==> config.mk <==
export PLATFORM = sky130hd
export DESIGN_NAME = leaf_out_arbiter
export DESIGN_NICKNAME = d
export VERILOG_FILES = /design/src/rtl/leaf_out_arbiter.sv
export SDC_FILE = /design/constraint.sdc
export NUM_CORES = 1
export LEC_CHECK = 0
export BUFFER_PORTS_ARGS = -buffer_cell sky130_fd_sc_hd__buf_2
export CORE_ASPECT_RATIO = 0.75
export CORE_MARGIN = 2
export CORE_UTILIZATION = 39
export DETAILED_ROUTE_END_ITERATION = 8
export PLACE_DENSITY = 0.78
export SYNTH_ARGS = -nofsm -noshare
export SYNTH_HDL_FRONTEND = slang
export SYNTH_SLANG_ARGS = --single-unit
==> constraint.sdc <==
create_clock -name clk_user -period 1.9 [get_ports clk_user]
set_clock_uncertainty 0.2 [all_clocks]
set_input_delay 0 -clock clk_user [delete_from_list [all_inputs] [get_ports clk_user]]
set_output_delay 0 -clock clk_user [all_outputs]
set_load 0.03 [all_outputs]
==> src/rtl/leaf_out_arbiter.sv <==
// Round-robin arbiter sharing one registered leaf_interface output among NUM_REQ streams.
// Optional LEAF_ARB_TAG_EN adds a registered src_id output naming the producer of dout.
module leaf_out_arbiter #(
  parameter int unsigned NUM_REQ      = 4,
  parameter int unsigned PAYLOAD_BITS = 32,
  parameter int unsigned BURST_WORDS  = 4,
  parameter int unsigned IDX_W        = 2
) (
  input  logic                            clk_user,
  input  logic                            reset,
  input  logic [NUM_REQ*PAYLOAD_BITS-1:0] din_req,
  input  logic [NUM_REQ-1:0]              vld_req,
  output logic [NUM_REQ-1:0]              ack_req,
  output logic [PAYLOAD_BITS-1:0]         dout,
  output logic                            vld_out,
  input  logic                            ack_out
`ifdef LEAF_ARB_TAG_EN
  ,
  output logic [IDX_W-1:0]                src_id
`endif
);

  localparam int unsigned CNT_W = (BURST_WORDS < 2) ? 1 : $clog2(BURST_WORDS);

  typedef enum logic {IDLE, GRANT} state_t;

  state_t                    state_q, state_d;
  logic [IDX_W-1:0]          grant_idx;
  logic [IDX_W-1:0]          rr_ptr;
  logic [IDX_W-1:0]          rr_next;
  logic [CNT_W-1:0]          burst_cnt;
  logic [IDX_W-1:0]          pick_idx;
  logic [IDX_W-1:0]          pick_cand;
  logic                      pick_found;
  logic [PAYLOAD_BITS-1:0]   grant_word;
  logic                      grant_vld;
  logic                      free;
  logic                      xfer;
  logic                      leave;

  assign free      = !vld_out || ack_out;
  assign grant_vld = vld_req[grant_idx];
  assign rr_next   = (grant_idx == IDX_W'(NUM_REQ - 1)) ? '0 : grant_idx + IDX_W'(1);

  // First requesting index at or after rr_ptr, wrapping modulo NUM_REQ.
  always_comb begin
    pick_found = 1'b0;
    pick_idx   = '0;
    pick_cand  = '0;
    for (int unsigned k = 0; k < NUM_REQ; k++) begin
      pick_cand = IDX_W'((32'(rr_ptr) + k) % NUM_REQ);
      if (!pick_found && vld_req[pick_cand]) begin
        pick_found = 1'b1;
        pick_idx   = pick_cand;
      end
    end
  end

  always_comb begin
    grant_word = '0;
    for (int unsigned i = 0; i < NUM_REQ; i++) begin
      if (grant_idx == IDX_W'(i)) grant_word = din_req[i*PAYLOAD_BITS +: PAYLOAD_BITS];
    end
  end

  // State register.
  always_ff @(posedge clk_user or negedge reset) begin
    if (!reset) state_q <= IDLE;
    else        state_q <= state_d;
  end

  // Next state: release the grant on a finished burst or when the grantee goes idle.
  always_comb begin
    state_d = state_q;
    leave   = 1'b0;
    case (state_q)
      IDLE: begin
        if (pick_found) state_d = GRANT;
      end
      GRANT: begin
        if (!grant_vld || (xfer && burst_cnt == CNT_W'(BURST_WORDS - 1))) begin
          state_d = IDLE;
          leave   = 1'b1;
        end
      end
      default: state_d = IDLE;
    endcase
  end

  // Acks are combinational so a freeing downstream ack can be used in the same cycle.
  always_comb begin
    ack_req = '0;
    xfer    = 1'b0;
    if (state_q == GRANT && grant_vld && free) begin
      ack_req[grant_idx] = 1'b1;
      xfer               = 1'b1;
    end
  end

  always_ff @(posedge clk_user or negedge reset) begin
    if (!reset) begin
      grant_idx <= '0;
      rr_ptr    <= '0;
      burst_cnt <= '0;
    end else begin
      if (state_q == IDLE && pick_found) begin
        grant_idx <= pick_idx;
        burst_cnt <= '0;
      end else if (xfer) begin
        burst_cnt <= burst_cnt + CNT_W'(1);
      end
      if (leave) rr_ptr <= rr_next;
    end
  end

  // Output stage holds its word until the leaf interface accepts it.
  always_ff @(posedge clk_user or negedge reset) begin
    if (!reset) begin
      dout    <= '0;
      vld_out <= 1'b0;
    end else if (xfer) begin
      dout    <= grant_word;
      vld_out <= 1'b1;
    end else if (ack_out) begin
      vld_out <= 1'b0;
    end
  end

`ifdef LEAF_ARB_TAG_EN
  always_ff @(posedge clk_user or negedge reset) begin
    if (!reset)    src_id <= '0;
    else if (xfer) src_id <= grant_idx;
  end
`endif

endmodule

### Yosys cells after proc, flatten, opt, wreduce, memory -nomap -nowiden

Index checks and enable logic that the tools add are counted.

* equal/unequal tests: 4
* divide/modulo/power cells: 0
* $lt $le $gt $ge: 6
* reductions and logical operators: 18
* muxes and demuxes: 36
* $mul: 0
* add/subtract/negate cells: 5
* shift-type cells: 0
* bitwise gates (word level): 1

Operator list (count)
* $mux W32: 4
* $mux W1: 17
* $lt A2 B3 Y1 const B: 5
* $mux W2: 7
* $bmux W1 S2: 5
* $logic_and A1 B1 Y1: 8
* $add A2 B1 Y2 const B: 3
* $eq A2 B2 Y1 const B: 3
* $logic_not A1 Y1: 5
* $add A2 B2 Y2 const B: 2
* $mux W4: 1
* $reduce_bool A2 Y1: 2
* $demux W1 S2: 1
* $eq A2 B1 Y1 const B: 1
* $ge A2 B1 Y1 const B: 1
* $logic_not A2 Y1: 1
* $logic_or A1 B1 Y1: 2
* $pmux W1 S2: 1
* $not A1 Y1: 1

* input port bits: 135
* logic and storage cells: 76
* bits in writable memories: 0
* memory bits (read-only): 0
* register bits: 40
* memories: 0
* latch bits: 0

### Longest topological paths before layout

* depth in word-level cells: 14
* depth in mapped cells: 9
* mapped depth without buffers: 6

### Worst setup path after synthesis

Ideal clock, no wire load.

* path type: reg2reg
* start point: register grant_idx[0]
* end point: register dout[8]
* required time: 1575 ps
* slack: -105 ps
* buffers on the path: 2
* stages on the path, launching flop included: 9
* arrival: 1680 ps
* library setup time: 125 ps
* period minus slack after synthesis: 2005 ps
* cells stage by stage: dfrtp_1 > inv_1 > ha_1 > nor2b_1 > clkbuf_1 > buf_2 > a221oi_1 > o31ai_1 > mux2_4

* longest elaborated chain between the ends: 5
* elaborated cells on any way between the ends: 13
* those cells by class: 3 x eq/ne; 7 x mux; 3 x reduce/logical

RTL lines
* start: declaration: RTL line 28 `logic [IDX_W-1:0] grant_idx;`
* start signal: assignment: RTL line 107 `grant_idx <= pick_idx;`
* $logic_not A2 Y1 / $bmux W1 S2 (equally long branches): RTL line 62, 42
* $mux W32 / $mux W1 (equally long branches): RTL line 62, 42
* $mux W32 / $logic_and A1 B1 Y1 (equally long branches) (2 in series): RTL line 62, 94
* $mux W32 / $mux W1 (equally long branches): RTL line 62, 94
* end signal: assignment: RTL line 122 `dout <= grant_word;`
* end: declaration: RTL line 14 `output logic [PAYLOAD_BITS-1:0] dout,`

Several ways; a longest one is shown, not always the timed one. The select of a mux whose other input is x is not followed.
A chain may end at the register's enable or synchronous reset.

### Final worst setup path

* start point: register grant_idx[0]
* end point: register dout[7]

The elaborated chain is that of the path after synthesis.

==> flow_summary.toml <==
[run_status]
violations = "hold timing, setup timing"
status = "complete, but fails checks"

[setup_path]
crit_type = "flip-flop to flip-flop"
endpoint_kind = "flip-flop"
start_kind = "flip-flop"
worst-path-max-fanout = 9
arrival_ps = 1930
crit_slowest_cell = "mux4_2"
crit_top_cell = "buf_12"
crit_path_cell_trace = "mux4_2 -> nand3_4 -> buf_12 -> buf_12 -> mux2_4"
worst_ep_required_time_ps = 1860
cp_slowest_stage_delay_ps = 560

[yosys]
yosys.area.top_type = "dfrtp_1"
synthSimpleGateAreaFrac = 0.1318
synth_xor_area_frac = 0.003318
synthesis.area_um2 = 2640
yosys_warnings = 0
yosysUniqueCellTypes = 29
synth_seq_cells = 40
seq_area_frac_synth = 0.3791
synthAdderAreaFrac = 0.02370
synth_cells = 273
synth.area.top_cells = "dfrtp_1 (38%), a221oi_1 (11%), o31ai_1 (9.1%)"
synth_top_cell_area_share = 0.3791
synth-compound-area-share = 0.2156
synth_top_family_by_area = "compound AO/OA/AOI/OAI gates"
syn-num-nets = 413
syn_area_per_cell_um2 = 9.670
synth_mux_area_frac = 0.1810

[placement]
post-dp-hpwl_um = 6512
dp_cells = 516
dpl_worst_slack_ps = -37.82
gp_congestion = 0.8446
numPortBuffers = 171

[cells_and_area]
layout.nets = 636
fin_cells = 578
syn_to_final_growth_pct = 76.82
antennaDiodeCount = 0
final_common_cell = "buf_2"
drive_gt1_frac = 0.5634
layout_common_cells = "buf_2 (167), dlygate4sd3_1 (50), nor2_1 (42)"

[timing]
post-route-period-util = 1.032
rsz0062_at_grt = "true"
fmax_mhz = 509.8
hold_violations = 1
whs_ps = -1.531
worst_slack_ps = -61.44
fin_crit_ps = 1961
maxSlewHeadroom = 0.6004
finalSetupViolations = 34
worst_slew_pin_slew_ps = 599.4
slew_violations = 0

[clocking]
cts_root_buffer = "clkbuf_8"
cts_sinks = 40
h-tree-depth = 2
clk_latency_ps = 280
cts_buffers = 5
path_clk_slew_ps = 70
cts_buffer_depth = 2
cts_tree = "built"

[route]
drc_errors = 0
vias_per_cell = 5.374
drtIter0Drc = 86
dr.pass1.iters = 7
ant_nets = 0
drt_wl_total_um = 9716
num_vias = 3106
wl_per_cell_um = 16.81

[worst_hold_path]
hp-class = "input pin to flip-flop"

[grt]
grt_first_pass_wirelength_um = 14810
grt_max_degree = 51
grt_usage = 0.2514
antenna_found_initial = 0
grt_pass1_vias = 3191
overflow = 0

[floorplanning]
die_x_um = 99.01
rows = 25
start_util = 0.4117
core_area_um2 = 6412
ioPinCount = 172
die_h_um = 75.25
dieArea_um2 = 7450

[flow_run]
cap_viol_max_count = 0

[power]
ir_drop_v = 0.0006895
fin_total_pwr_mw = 7.789
power_density_nw_per_um2 = 1669
leakage_nw = 2.291
## per-stage QoR
stage	instance area, µm²	util	TNS [ps]
after floorplan	2878	-	-601.5
after global placement	3920	0.6113	0
after detailed placement	3920	0.6113	-405.1
after CTS	4603	0.7179	-944.3
after global routing	4668	0.7280	-3202
final	4668	0.7280	-1086
## cell families (layout without fill, tap and decap cells)
| kind of cell | count (synthesis) | in the layout |
|---|---|---|
| AO/OA/AOI/OAI | 72 | 72 |
| XOR/XNOR | 1 | 1 |
| adder cells (fa/ha/maj) | 5 | 5 |
| AND/OR/NAND/NOR | 85 | 85 |
| flip-flops | 40 | 40 |
| buffers and inverters | 33 | 257 |
| multiplexers | 37 | 37 |
## repair_timing
action,CTS,global route
endpoints found under the setup margin,28,40
hold buffers,49,2
endpoints found under the hold margin,61,2
resized for setup,18,11
buffers inserted,2,2
pin swaps,0,3
## final cells by class
class                   count  area [µm²]
flip-flops and latches     40        1003
repair buffers            242        1682
fillers                   459        1744
well taps                  81       101.3
inverters                   7       26.28
multi-input cells         200        1765
clock buffers               8       90.09
## metal layers
layer,share of wire,vias up,global-route usage
li1,-,1452,-
met1,0.39,1458,0.2821
met2,0.52,170,0.4737
met3,0.075,26,0.05478
met4,0.021,0,0.1020
met5,0,-,0
## critical path: cells and delay by family (launching register included)
| family | cells | cell delay (ps) |
|---|---|---|
| DFF | 1 | 410 |
| muxes | 2 | 860 |
| buffers and inverters | 2 | 260 |
| and+or+nand+nor | 1 | 110 |
## registers in the layout, summed over array words and instances, names as in the netlist
| name | cells |
|---|---|
| dout | 32 |
| burst_cnt | 2 |
| grant_idx | 2 |
| rr_ptr | 2 |
| state_q | 1 |
| vld_out | 1 |
## synth_stat cells (all sizes together)
cell and count:
a221oi 32, dfrtp 40, mux4 1, xor2 1
buf 8, and2 1, o21ai 2, o21bai 1
inv 7, a211oi 1, or3 1, a21oi 3
a31o 1, o31ai 32, nand3b 1, nand3 1
ha 5, mux2i 2, nor2b 1, clkbuf 18
mux2 34, nand2b 3, nor3b 1, nand2 34
nor2 42
## worst paths after layout
kind	cells after the start	slack, ps	from	endpoint
worst min-delay path	4	-2	vld_req[1]	grant_idx[0]
min in group asynchronous	2	60	reset	dout[20]
max in group asynchronous	3	780	reset	grant_idx[0]
worst min register to register	1	310	dout[14]	dout[14]
worst max-delay path	5	-60	grant_idx[0]	dout[7]
worst max register to register	5	-60	grant_idx[0]	dout[7]
## where the power goes
group          total, mW  internal (mW)  switching (mW)  leakage, nW
clock              0.573          0.296           0.276       0.0455
sequential          1.56           1.28           0.279        0.493
combinational       5.65           2.75            2.91         1.75
Power figures use the tool's default switching activity.
